<file path="src/rtl/wb_unit_pipelined.sv">
// Writeback stage: picks a result source or waits for a load response, extracts and
// extends the load data, and drives a registered register-file write port. WB_FWD_EN adds the pending-load hazard outputs.
module wb_unit_pipelined #(
  parameter int XLEN    = 32,
  parameter int NUM_SRC = 4,
  parameter int TIMEOUT = 15,
  localparam int SEL_W  = $clog2(NUM_SRC)
) (
  input  logic                    clk,
  input  logic                    rst_n,
  input  logic                    in_valid,
  output logic                    in_ready,
  input  logic [SEL_W-1:0]        ResultSrcW,
  input  logic [2:0]              LoadControlW,
  input  logic [NUM_SRC*XLEN-1:0] SrcDataW,
  input  logic [4:0]              RdW,
  input  logic                    RegWriteW,
  input  logic                    rdata_valid,
  input  logic [XLEN-1:0]         rdata,
  output logic                    rf_we,
  output logic [4:0]              rf_waddr,
  output logic [XLEN-1:0]         rf_wdata,
  output logic                    load_err,
`ifdef WB_FWD_EN
  output logic                    fwd_pending,
  output logic [4:0]              fwd_rd,
`endif
  output logic [1:0]              dbgState
);

  // Handshake: an entry transfers on a rising edge where in_valid && in_ready;
  // in_ready depends only on the FSM state, never on in_valid.

  localparam int CNT_W = $clog2(TIMEOUT + 1);
  localparam logic [CNT_W-1:0] CNT_LAST = CNT_W'(TIMEOUT - 1);

  typedef enum logic [1:0] {
    IDLE      = 2'd0,
    WAIT_LOAD = 2'd1
  } state_t;

  state_t           state;
  state_t           stateNext;
  logic [CNT_W-1:0] waitCnt;
  logic [4:0]       capRd;
  logic             capWe;
  logic [2:0]       capCtl;
  logic [1:0]       capOff;
  logic [XLEN-1:0]  selData;
  logic             accept;
  logic             isLoad;
  logic             timeoutHit;

  assign accept     = in_valid && in_ready;
  assign isLoad     = (ResultSrcW == SEL_W'(1));
  assign timeoutHit = (state == WAIT_LOAD) && !rdata_valid && (waitCnt == CNT_LAST);

  function automatic logic [XLEN-1:0] extractLoad(input logic [2:0] ctl,
                                                  input logic [1:0] off,
                                                  input logic [XLEN-1:0] word);
    logic [7:0]  b;
    logic [15:0] h;
    b = word[8*off +: 8];
    h = off[1] ? word[31:16] : word[15:0];
    case (ctl)
      3'b000:  extractLoad = {{(XLEN-8){b[7]}}, b};
      3'b001:  extractLoad = {{(XLEN-16){h[15]}}, h};
      3'b100:  extractLoad = {{(XLEN-8){1'b0}}, b};
      3'b101:  extractLoad = {{(XLEN-16){1'b0}}, h};
      default: extractLoad = word;
    endcase
  endfunction

  // Out-of-range selects fall through to zero.
  always_comb begin
    selData = '0;
    for (int i = 0; i < NUM_SRC; i++) begin
      if (ResultSrcW == SEL_W'(i)) selData = SrcDataW[i*XLEN +: XLEN];
    end
  end

  always_ff @(posedge clk or negedge rst_n) begin
    if (!rst_n) state <= IDLE;
    else        state <= stateNext;
  end

  always_comb begin
    stateNext = state;
    case (state)
      IDLE:      if (accept && isLoad) stateNext = WAIT_LOAD;
      WAIT_LOAD: if (rdata_valid || timeoutHit) stateNext = IDLE;
      default:   stateNext = IDLE;
    endcase
  end

  always_comb begin
    in_ready = (state == IDLE);
    dbgState = state;
`ifdef WB_FWD_EN
    fwd_pending = (state == WAIT_LOAD) && capWe && (capRd != 5'd0);
    fwd_rd      = capRd;
`endif
  end

  always_ff @(posedge clk or negedge rst_n) begin
    if (!rst_n) begin
      waitCnt  <= '0;
      capRd    <= '0;
      capWe    <= 1'b0;
      capCtl   <= '0;
      capOff   <= '0;
      rf_we    <= 1'b0;
      rf_waddr <= '0;
      rf_wdata <= '0;
      load_err <= 1'b0;
    end else begin
      rf_we    <= 1'b0;
      load_err <= 1'b0;
      if (accept) begin
        if (isLoad) begin
          capRd   <= RdW;
          capWe   <= RegWriteW;
          capCtl  <= LoadControlW;
          capOff  <= SrcDataW[1:0];
          waitCnt <= '0;
        end else begin
          rf_we    <= RegWriteW && (RdW != 5'd0);
          rf_waddr <= RdW;
          rf_wdata <= selData;
        end
      end
      if (state == WAIT_LOAD) begin
        if (rdata_valid) begin
          rf_we    <= capWe && (capRd != 5'd0);
          rf_waddr <= capRd;
          rf_wdata <= extractLoad(capCtl, capOff, rdata);
          waitCnt  <= '0;
        end else if (timeoutHit) begin
          load_err <= 1'b1;
          waitCnt  <= '0;
        end else begin
          waitCnt <= waitCnt + 1'b1;
        end
      end
    end
  end

endmodule

</file>
<file path="config.mk">
export PLATFORM = sky130hd
export DESIGN_NAME = wb_unit_pipelined
export DESIGN_NICKNAME = d
export VERILOG_FILES = /design/src/rtl/wb_unit_pipelined.sv
export SDC_FILE = /design/constraint.sdc
export NUM_CORES = 1
export LEC_CHECK = 0
export ABC_AREA = 1
export CORE_MARGIN = 4
export CORE_UTILIZATION = 40
export DETAILED_ROUTE_END_ITERATION = 6
export GPL_TIMING_DRIVEN = 0
export PLACE_DENSITY = 0.84
export SLEW_MARGIN = 10
export SYNTH_ARGS = -nofsm -noshare
export SYNTH_HDL_FRONTEND = slang
export SYNTH_SLANG_ARGS = --single-unit
</file>
<file path="constraint.sdc">
create_clock -name clk -period 1.77 [get_ports clk]
set_input_delay 0.354 -clock clk [delete_from_list [all_inputs] [get_ports clk]]
set_output_delay 0.354 -clock clk [all_outputs]
set_load 0.03 [all_outputs]
</file>
# After elaboration in Yosys (flattened, before gate mapping)
# Cells that the tools add are included.
[op_classes]
add_sub_neg = 1
n_eq_ne = 10
shifts = 1
muxes = 28
reduce_logical = 18
[op_table]
columns = ["operator", "n"]
rows = [
  ["two-way mux 32 bit", 7],
  ["one-hot mux 32 bit (4 select lines)", 1],
  ["variable part select 32 x 6 -> 8 bit", 1],
  ["two-way mux 4 bit", 5],
  ["two-way mux 5 bit", 4],
  ["two-way mux 16 bit", 1],
  ["nonzero test 5 bit", 2],
  ["two-way mux 1 bit", 7],
  ["equality test 3 bit, second input constant", 2],
  ["logical AND 1 bit", 6],
  ["AND reduction 2 bit", 3],
  ["adder 4 x 1 -> 4 bit, second input constant", 1],
  ["equality test 2 x 1 -> 1 bit, second input constant", 2],
  ["equality test 2 bit, second input constant", 2],
  ["equality test 4 bit, second input constant", 1],
  ["zero test 2 bit", 2],
  ["two-way mux 2 bit", 2],
  ["!= test 2 x 1 -> 1 bit, second input constant", 2],
  ["one-hot mux 2 bit (2 select lines)", 1],
  ["nonzero test 2 bit", 2],
  ["equality test 3 x 1 -> 1 bit, second input constant", 1],
  ["zero test 3 bit", 1],
  ["zero test 1 bit", 1],
  ["logical OR 1 bit", 1],
]
[totals]
reg_bits = 56
output_inout_bits = 42
wordCells = 68

# Depth between registers and ports, before layout
# Gate-level depths: netlist of run 1.
[logic_depth]
word_depth = 8
mapped_depth = 10
ltp_nobuf = 9

# Worst setup path before layout of run 1
# OpenSTA, ideal clock, no wires.
[synth_path]
path_type = "register -> register"
from = "reg state[0], in the netlist dbgState[0]"
to = "reg waitCnt[1]"
arrival_time_ns = 1.283
t_required_ns = 1.637
setup_slack_ns = 0.353
path_stages_with_launch = 6
n_path_buf = 0
cell_sequence = "dfrtp_1 > inv_1 > nor2_1 > nand4_1 > nand2_1 > o22ai_1"
[synth_via]
elab_cells_between_ends = 11
[synth_lines]
columns = ["item", "line", "text"]
rows = [
  ["start, declared", "42", "state_t state;"],
  ["start signal, assigned", "84", "else state <= stateNext;"],
  ["zero test 2 bit", "97", "in_ready = (state == IDLE);"],
  ["via in_ready", "12", "output logic in_ready,"],
  ["logical AND 1 bit", "54", "assign accept = in_valid && in_ready;"],
  ["nonzero test 2 bit (no line)", "-", ""],
  ["AND reduction 2 bit (no line)", "-", ""],
  ["end signal, assigned", "142", "waitCnt <= waitCnt + 1'b1;"],
  ["end, declared", "44", "logic [CNT_W-1:0] waitCnt;"],
]
# The timed path passes the listed nets, and every way through them passes these cells.
# A chain may end at the register's enable or synchronous reset.

# Worst setup path after layout of run 1
[layout_path]
from = "reg rf_wdata[9]"
to = "out rf_wdata[9]"
[layout_lines]
columns = ["item", "line", "text"]
rows = [
  ["start, declared", "22", "output logic [XLEN-1:0] rf_wdata,"],
  ["start signal, assigned", "129", "rf_wdata <= selData;"],
  ["start signal, assigned", "136", "rf_wdata <= extractLoad(capCtl, capOff, rdata);"],
]
# No word-level cell between the ends.

==> flow_summary.yaml, run 1 <==
run_status:
  status: "completed"
detailed_routing:
  dr.pass1.iters: 6
  wl_per_cell_microns: 15.5
  drt_iter0_drc: 356
  viasPerCell: 4.97
  wl_microns: 14900
  ant_nets: 0
  remaining_drc_errors: 0
  vias: 4782
clock_network:
  post_cts_buffers: 0
  clkTransAtPathRegs_ns: 0.10
  cts_sinks: 55
  clock_latency_ns: 0.32
  cts_root_buf: "clkbuf_8"
  cts_hold_buf: 0
  cts_buffer_depth: 2
  h-tree-depth: 2
  tritoncts: "yes"
  cts_buffers: 5
synthesis:
  async_flop_share_pct: 100
  synth_nets: 815
  synth_enable_flop_cells: 0
  synth_xor_area_share_pct: 0.429
  synth_compound_area_share_pct: 10.7
  yosysMostFrequentCell: "nand2_1"
  synthAdderAreaFrac_pct: 0.613
  ys_top_cells_by_count: "276 x nand2_1, 66 x nand3_1, 60 x inv_1"
  syn_avg_cell_area_sq_um: 6.40
  yosysTopAreaCellShare_pct: 33.7
  syn-cell-area_sq_mm: 0.00408
  ys_ff_latch: 55
  yosys.area.top_type: "dfrtp_1"
  synth_top_family_by_area: "simple AND/OR/NAND/NOR gates"
  muxShareOfSynthArea_pct: 0.552
  ys_warn_count: 0
  ys_seq_area_share_pct: 33.7
  ys.flop_type: "dfrtp_1"
  synth_cells: 638
  synth_cell_types: 37
  yosys-top-cells-area: "dfrtp_1 34%, nand2_1 25%, nand3_1 8.1%, inv_1 5.5%, a21oi_1 4.9%"
  synthSimpleGateAreaFrac_pct: 42.4
finish:
  stdcell_area_sq_mm: 0.00622
  layout-drive-gt1-share_pct: 7.96
  area_growth_pct: 52.5
  fillers: 930
  nets: 1006
  antenna_cells: 0
global_routing:
  grt_usage_pct: 24.7
  grt_max_degree: 30
  grt_pass1_vias: 4655
  grt_pass1_wl_microns: 22900
  grt_overflow: 0
  antenna_found_initial: 0
critical_path:
  cpMaxStageDelayCell: "clkdlybuf4s50_1"
  path_buf_inv: 1
  startpoint_type: "register"
  r2r_slack_ns: 0.20
  r2r-start: "dbgState[0]$_DFFE_PN0P_"
  reg2reg_depth: 5
  worstPathArrival_ns: 1.39
  slowest_delay_ns: 0.69
  worstPathRequired_ns: 1.42
  critPathKind: "register to output pin"
  path_cells: "clkdlybuf4s50_1"
  cpLargestDelayFamily: "buffers and inverters"
  crit_fanout: 2
  endpoint_kind: "output pin"
  r2r_end: "rf_waddr[3]$_DFF_PN0_"
sta:
  finalCritPeriodShare_pct: 98.6
  slew_violations: 0
  tns_ns: 0
  worst_pin_slew_ns: 0.689
  whs_ns: 0.0602
  clock.fmax_mhz: 573
  slew_headroom_pct: 54.0
  min_period_ns: 1.75
  setup_viol: 0
  skew_ns: 0.0113
  finalHoldViolCount: 0
floorplanning:
  die_area_sq_mm: 0.0119
  core_area_sq_mm: 0.00986
  die_h_microns: 109
  start_util_pct: 41.4
  ios: 217
  rows: 36
  die_x_microns: 109
pwr:
  peakVddDrop_uv: 508
  p_comb_share_pct: 49.5
  p_int_mw: 2.98
  leakage_nw: 3.06
  p_seq_share_pct: 33.8
  p_clk_share_pct: 16.8
  p_sw_mw: 1.95
  swShare_pct: 39.6
  p_total_mw: 4.94
  powerDensity_mw_per_mm2: 793
place:
  gp_congestion: 0.978
  port_buffers: 183
  dpl.hpwl_microns: 12000
  post_dp_cell_area_sq_mm: 0.00609
run:
  max_cap_viol_count: 0
hold_path:
  min_path_type: "primary input to async pin"
## final cells by class
| cell class | instances | area (sq um) | share of cell area [%] |
|---|---|---|---|
| Inverter | 65 | 253 | 4.06 |
| Buffer | 35 | 229 | 3.68 |
| Tap cell | 133 | 166 | 2.67 |
| Timing Repair Buffer | 184 | 1850 | 29.7 |
| Multi-Input combinational cell | 483 | 2240 | 36.1 |
| Clock buffer | 6 | 72.6 | 1.17 |
| Clock inverter | 1 | 30.0 | 0.483 |
| Sequential cell | 55 | 1380 | 22.1 |
## power by group through the flow
| stage | sequential (mW) | clock (mW) | combinational, mW |
|---|---|---|---|
| 2_1_floorplan | 2.06 | 0 | 0.997 |
| 3_3_place_gp | 1.68 | 0 | 2.39 |
| 3_5_place_dp | 1.69 | 0 | 2.43 |
| 4_1_cts | 1.67 | 0.839 | 2.44 |
| 5_1_grt | 1.69 | 0.894 | 2.65 |
| 6_report | 1.67 | 0.827 | 2.44 |
## logic make-up (layout without fill, tap and decap cells)
family / count (synthesis) / count (layout)
fa+ha+maj: 2 / 2
simple gates: 399 / 399
other cells: 1 / 1
mux: 2 / 2
flops: 55 / 55
xor+xnor: 2 / 2
buf+inv: 100 / 291
compound gates: 77 / 77
## cell usage in the layout, fill, tap and decap left out, types with 2 or more instances in the layout
cell type        Yosys  routed
buf_4                4       4
o221ai_1             2       2
nand3_2             10      10
nand3_1             66      66
inv_2                3       2
dlymetal6s2s_1       0       2
o21ai_0             19      19
nand2_4              1       2
inv_1               60      60
clkbuf_1             4       3
clkdlybuf4s50_1      0     179
o22ai_1              4       4
nand2_1            276     275
nor2_2               1       2
nor2_1              27      26
nand4_1              8       8
dfrtp_1             55      55
buf_2               20      20
or2_0                5       5
a21oi_1             40      40
ha_1                 2       2
clkbuf_8             0       5
inv_4                1       2
buf_6                7       7
o21bai_1             5       5
clkbuf_2             0       2
a21boi_0             4       4
## how the worst max path moves through the flow
stage                     slack [ns]  cells after the start                     end               startpoint
final                           0.02                      1             rf_wdata[9]    rf_wdata[9]$_DFF_PN0_
after floorplan                 0.35                      5  waitCnt[1]$_DFFE_PN0P_  dbgState[0]$_DFFE_PN0P_
after global routing           -0.01                      7   rf_waddr[3]$_DFF_PN0_            ResultSrcW[0]
after CTS                      0.002                      1             dbgState[0]  dbgState[0]$_DFFE_PN0P_
after global placement         -1.39                      1  rf_wdata[31]$_DFF_PN0_                    rst_n
after detailed placement       -0.39                     11  rf_wdata[19]$_DFF_PN0_            ResultSrcW[1]
## registers in the layout (all words and copies together), names as in the netlist
signal	cells
capCtl	3
capOff	2
capRd	5
capWe	1
dbgState	1
load_err	1
rf_waddr	5
rf_wdata	32
rf_we	1
waitCnt	4
## layer usage
layer | up-vias | routed length [microns] | GRT usage, %
met3 | 18 | 1750 | 7.16
met1 | 2169 | 5820 | 30.2
met5 | - | 0 | 0
li1 | 2389 | - | -
met4 | 0 | 259 | 6.22
met2 | 206 | 7100 | 42.5
## timing repair
action / 4_1_cts / 5_1_grt
pin swaps: 0 / 0
gates resized for setup: 2 / 11
endpoints found under the setup margin: 12 / 26
hold endpoints to repair: 0 / 0
## stage by stage
| step | setup WS (ns) | util, % | std cells |
|---|---|---|---|
| finish | 0.0239 | 63.1 | 962 |
| floorplan | 0.353 | - | 638 |
| global route | -0.0111 | 63.1 | 962 |
| CTS | 0.00217 | 62.8 | 962 |
| detailed placement | -0.390 | 61.8 | 955 |
| global placement | -1.39 | 61.6 | 954 |
Power figures use the tool's default switching activity.
==> inputs of run 2 (changes only) <==
- CORE_MARGIN: 4 -> 8
==> run 2 against run 1 <==
  * First-iteration DRC count fell by 14%
  * Worst setup slack improved by 0.0041 ns
  * Non-clock buffer count grew 1
  * Wire length increased by 4.2%
  * Sequential power barely moved
  * Largest power group unchanged
  * Sequential cell count unchanged
==> flow_summary.yaml, run 2 (same netlist as run 1, synthesis figures left out) <==
sta:
  slew_headroom_pct: 59.7
  setup_viol: 0
  finalCritPeriodShare_pct: 98.4
  skew_ns: 0.00718
  tns_ns: 0
  clock.fmax_mhz: 574
  worst_slack_ns: 0.0281
  finalHoldViolCount: 0
  worst_pin_slew_ns: 0.605
  slew_violations: 0
  min_period_ns: 1.74
global_routing:
  grt_overflow: 0
  antenna_found_initial: 0
  grt_pass1_vias: 4699
  grt_usage_pct: 22.4
  grt_pass1_wl_microns: 24000
  grt_max_degree: 31
place:
  gp_congestion: 0.922
  dpl.hpwl_microns: 12600
  place_ws_ns: -0.397
  port_buffers: 183
  post_dp_cell_area_sq_mm: 0.00610
finish:
  stdcell_area_sq_mm: 0.00624
  antenna_cells: 0
  top_regs: "rf_wdata (32), capRd (5), rf_waddr (5)"
  layout_commonest_cell: "nand2_1"
  nets: 1007
  final_cell_mix: "275 x nand2_1, 174 x clkdlybuf4s50_1, 66 x nand3_1"
  largest_register_ffs: 32
  area_growth_pct: 52.9
  layout-drive-gt1-share_pct: 8.19
  fillers: 947
  max_flop_register: "rf_wdata"
critical_path:
  startpoint_type: "register"
  worstPathArrival_ns: 1.39
  path_cells: "clkdlybuf4s50_1"
  critPathKind: "register to output pin"
  crit_start: "rf_wdata[18]$_DFF_PN0_"
  slowest_delay_ns: 0.71
  r2r-start: "dbgState[0]$_DFFE_PN0P_"
  r2r_slack_ns: 0.18
  cpLargestDelayFamily: "buffers and inverters"
  worstPathRequired_ns: 1.42
  path_buf_inv: 1
  endpoint_kind: "output pin"
  crit_fanout: 2
  cpMaxStageDelayCell: "clkdlybuf4s50_1"
pwr:
  leakage_nw: 3.10
  peakVddDrop_uv: 523
  p_total_mw: 4.86
  powerDensity_mw_per_mm2: 779
clock_network:
  cts_root_buf: "clkbuf_8"
  h-tree-depth: 2
  cts_sinks: 55
  cts_buffer_depth: 2
  tritoncts: "yes"
  clock_latency_ns: 0.31
  clkTransAtPathRegs_ns: 0.10
  cts_buffers: 5
  cts_hold_buf: 0
floorplanning:
  ios: 217
  core_area_sq_mm: 0.0101
  rows: 37
  die_x_microns: 117
  die_h_microns: 117
  die_area_sq_mm: 0.0137
  start_util_pct: 40.4
detailed_routing:
  remaining_drc_errors: 0
  vias: 4823
  viasPerCell: 4.99
  dr.pass1.iters: 5
  wl_per_cell_microns: 16.1
  wl_microns: 15600
  ant_nets: 0
  drt_iter0_drc: 306
hold_path:
  min_path_type: "primary input to async pin"
run:
  max_cap_viol_count: 0
run_status:
  status: "completed"
-- run 2: cell types whose count changed in the layout (fill, tap and decap cells not counted) --
cell / previous run / this run
clkdlybuf4s50_1: 179 / 174
dlymetal6s2s_1: 2 / 6
buf_2: 20 / 18
clkbuf_4: 1 / 3
buf_6: 7 / 8
bufinv_16: 1 / 0
clkbuf_1: 3 / 2
clkbuf_8: 5 / 6
dlygate4sd2_1: 1 / 2
inv_6: 0 / 1
-- run 2: path summary, 6_finish.rpt --
check	to	depth (start not counted)
max	rf_wdata[18]	1
min	rf_waddr[4]$_DFF_PN0_	1
max reg2reg	rf_wdata[25]$_DFF_PN0_	6
min reg2reg	capRd[4]$_DFFE_PN0P_	2
max in group asynchronous	rf_wdata[14]$_DFF_PN0_	2
min in group clk	capRd[4]$_DFFE_PN0P_	2
-- run 2: what timing repair did --
item	in CTS	in global routing
gates resized for setup	4	16
cloned	0	0
setup endpoints to repair	17	38
buffers inserted	0	1
-- run 2: final cells by class --
class / count / area [sq um] / area share [%]
inverters: 65 / 253 / 4.05
repair buffers: 185 / 1870 / 29.9
clock inverters: 1 / 8.76 / 0.140
plain buffers: 35 / 238 / 3.81
well taps: 136 / 170 / 2.73
multi-input cells: 483 / 2240 / 36.0
flip-flops and latches: 55 / 1380 / 22.1
clock buffers: 6 / 82.6 / 1.32
-- run 2: routing by layer --
| layer | vias to the layer above | part of all wire, % | GRT usage, % |
|---|---|---|---|
| met1 | 2175 | 39 | 27.4 |
| met4 | 0 | 1.7 | 5.29 |
| met2 | 227 | 47 | 37.6 |
| met3 | 22 | 12 | 7.13 |
| li1 | 2399 | - | - |
| met5 | - | 0 | 0 |
-- run 2: where the power goes --
| group | total (mW) | switching (mW) | internal (mW) | leakage, nW |
|---|---|---|---|---|
| registers | 1.66 | 0.157 | 1.51 | 0.670 |
| clock network | 0.743 | 0.427 | 0.316 | 0.0477 |
| logic | 2.46 | 1.40 | 1.06 | 2.39 |
-- run 2: metrics by stage --
stage / std cells / utilization, % / hold slack, ns
5_1_grt: 966 / 61.8 / 0.0830
3_5_place_dp: 958 / 60.4 / 0.404
2_1_floorplan: 638 / - / 0.0584
3_3_place_gp: 957 / 60.3 / 0.469
6_report: 966 / 61.8 / 0.0360
4_1_cts: 965 / 61.4 / 0.0533
==> inputs of run 3 (changes only) <==
- PLACE_DENSITY: 0.84 -> 0.82
- TNS_END_PERCENT: unset -> 20
==> run 3 against run 2 <==
  * Clock skew increased by 0.0012 ns
  * Maximum frequency increased by 0.40%
  * Die area unchanged
  * Critical path depth unchanged
  * Sequential cell count unchanged
  * Cell count unchanged
  * Critical path type unchanged
==> flow_summary.yaml, run 3 (same netlist as run 1, synthesis figures left out) <==
run_status:
  status: "completed"
finish:
  nets: 1006
  top_regs: "rf_wdata (32), capRd (5), rf_waddr (5)"
  max_flop_register: "rf_wdata"
  area_growth_pct: 52.8
  antenna_cells: 0
  layout_commonest_cell: "nand2_1"
  fin_util_pct: 61.8
  final_cell_mix: "275 x nand2_1, 175 x clkdlybuf4s50_1, 66 x nand3_1"
  stdcell_area_sq_mm: 0.00623
  layout-drive-gt1-share_pct: 8.07
  largest_register_ffs: 32
critical_path:
  worstPathArrival_ns: 1.38
  slowest_delay_ns: 0.70
  startpoint_type: "register"
  critPathKind: "register to output pin"
  path_buf_inv: 1
  endpoint_kind: "output pin"
  cpMaxStageDelayCell: "clkdlybuf4s50_1"
  cpLargestDelayFamily: "buffers and inverters"
  crit_fanout: 2
  path_cells: "clkdlybuf4s50_1"
  worstPathRequired_ns: 1.42
sta:
  finalCritPeriodShare_pct: 98.0
  min_period_ns: 1.74
  slew_headroom_pct: 64.6
  finalHoldViolCount: 0
  skew_ns: 0.00843
  rsz0062_at_grt: "false"
  setup_viol: 0
  clock.fmax_mhz: 576
  worst_pin_slew_ns: 0.531
  slew_violations: 0
clock_network:
  cts_buffers: 5
  cts_hold_buf: 0
  h-tree-depth: 2
  clkTransAtPathRegs_ns: 0.10
  ctsResizeCount: 3
  tritoncts: "yes"
  post_cts_buffers: 0
  cts_buffer_depth: 2
  clock_latency_ns: 0.31
  cts_sinks: 55
  cts_root_buf: "clkbuf_8"
global_routing:
  grt_max_degree: 35
  grt_pass1_vias: 4707
  grt_overflow: 0
  grt_usage_pct: 22.2
  grt_pass1_wl_microns: 23600
  antenna_found_initial: 0
detailed_routing:
  wl_per_cell_microns: 16.0
  remaining_drc_errors: 0
  vias: 4783
  ant_nets: 0
  dr.pass1.iters: 5
  viasPerCell: 4.95
  wl_microns: 15400
  drt_iter0_drc: 385
pwr:
  peakVddDrop_uv: 494
  leakage_nw: 3.09
  powerDensity_mw_per_mm2: 780
  p_total_mw: 4.86
place:
  post_dp_cell_area_sq_mm: 0.00610
  port_buffers: 183
  dpl.hpwl_microns: 12600
  gp_congestion: 0.927
hold_path:
  min_path_type: "primary input to async pin"
floorplanning:
  rows: 37
  ios: 217
  die_area_sq_mm: 0.0137
  die_h_microns: 117
  die_x_microns: 117
  core_area_sq_mm: 0.0101
  start_util_pct: 40.4
run:
  max_cap_viol_count: 0
run 3: routing by layer:
metal / vias up / share of wire (%) / global-route usage, %
met4: 0 / 2.4 / 6.66
met1: 2141 / 40 / 26.3
li1: 2394 / - / -
met3: 30 / 11 / 6.16
met2: 218 / 47 / 38.2
met5: - / 0 / 0
run 3: where the power goes:
part	leakage (nW)	switching [mW]	total (mW)	internal, mW
Sequential	0.670	0.160	1.67	1.51
Combinational	2.37	1.40	2.46	1.06
Clock	0.0484	0.420	0.742	0.322
run 3: final timing paths:
check / startpoint / endpoint / slack (ns) / cells after the start
max reg2reg: dbgState[0]$_DFFE_PN0P_ / rf_waddr[1]$_DFF_PN0_ / 0.20 / 5
max: rf_wdata[0]$_DFF_PN0_ / rf_wdata[0] / 0.03 / 1
min reg2reg: capRd[1]$_DFFE_PN0P_ / capRd[1]$_DFFE_PN0P_ / 0.50 / 2
max in group asynchronous: rst_n / rf_wdata[15]$_DFF_PN0_ / 1.19 / 2
min: rst_n / rf_wdata[6]$_DFF_PN0_ / 0.006 / 1
min in group clk: capRd[1]$_DFFE_PN0P_ / capRd[1]$_DFFE_PN0P_ / 0.50 / 2
run 3: layout make-up:
cell class | count | area (sq um)
fillers | 978 | 3860
multi-input cells | 483 | 2240
repair buffers | 184 | 1860
flip-flops and latches | 55 | 1380
inverters | 65 | 253
plain buffers | 35 | 240
well taps | 136 | 170
clock buffers | 7 | 86.3
clock inverters | 1 | 8.76
run 3: stage by stage:
| step | cells | TNS [ns] | setup slack (ns) | hold WS [ns] |
|---|---|---|---|---|
| floorplan | 638 | 0 | 0.353 | 0.0584 |
| global placement | 957 | -87.39 | -1.38 | 0.468 |
| detailed placement | 958 | -11.36 | -0.381 | 0.369 |
| CTS | 966 | 0 | 0.0193 | 0.0247 |
| global route | 966 | 0 | 0.00184 | 0.0435 |
| finish | 966 | 0 | 0.0349 | 0.00610 |
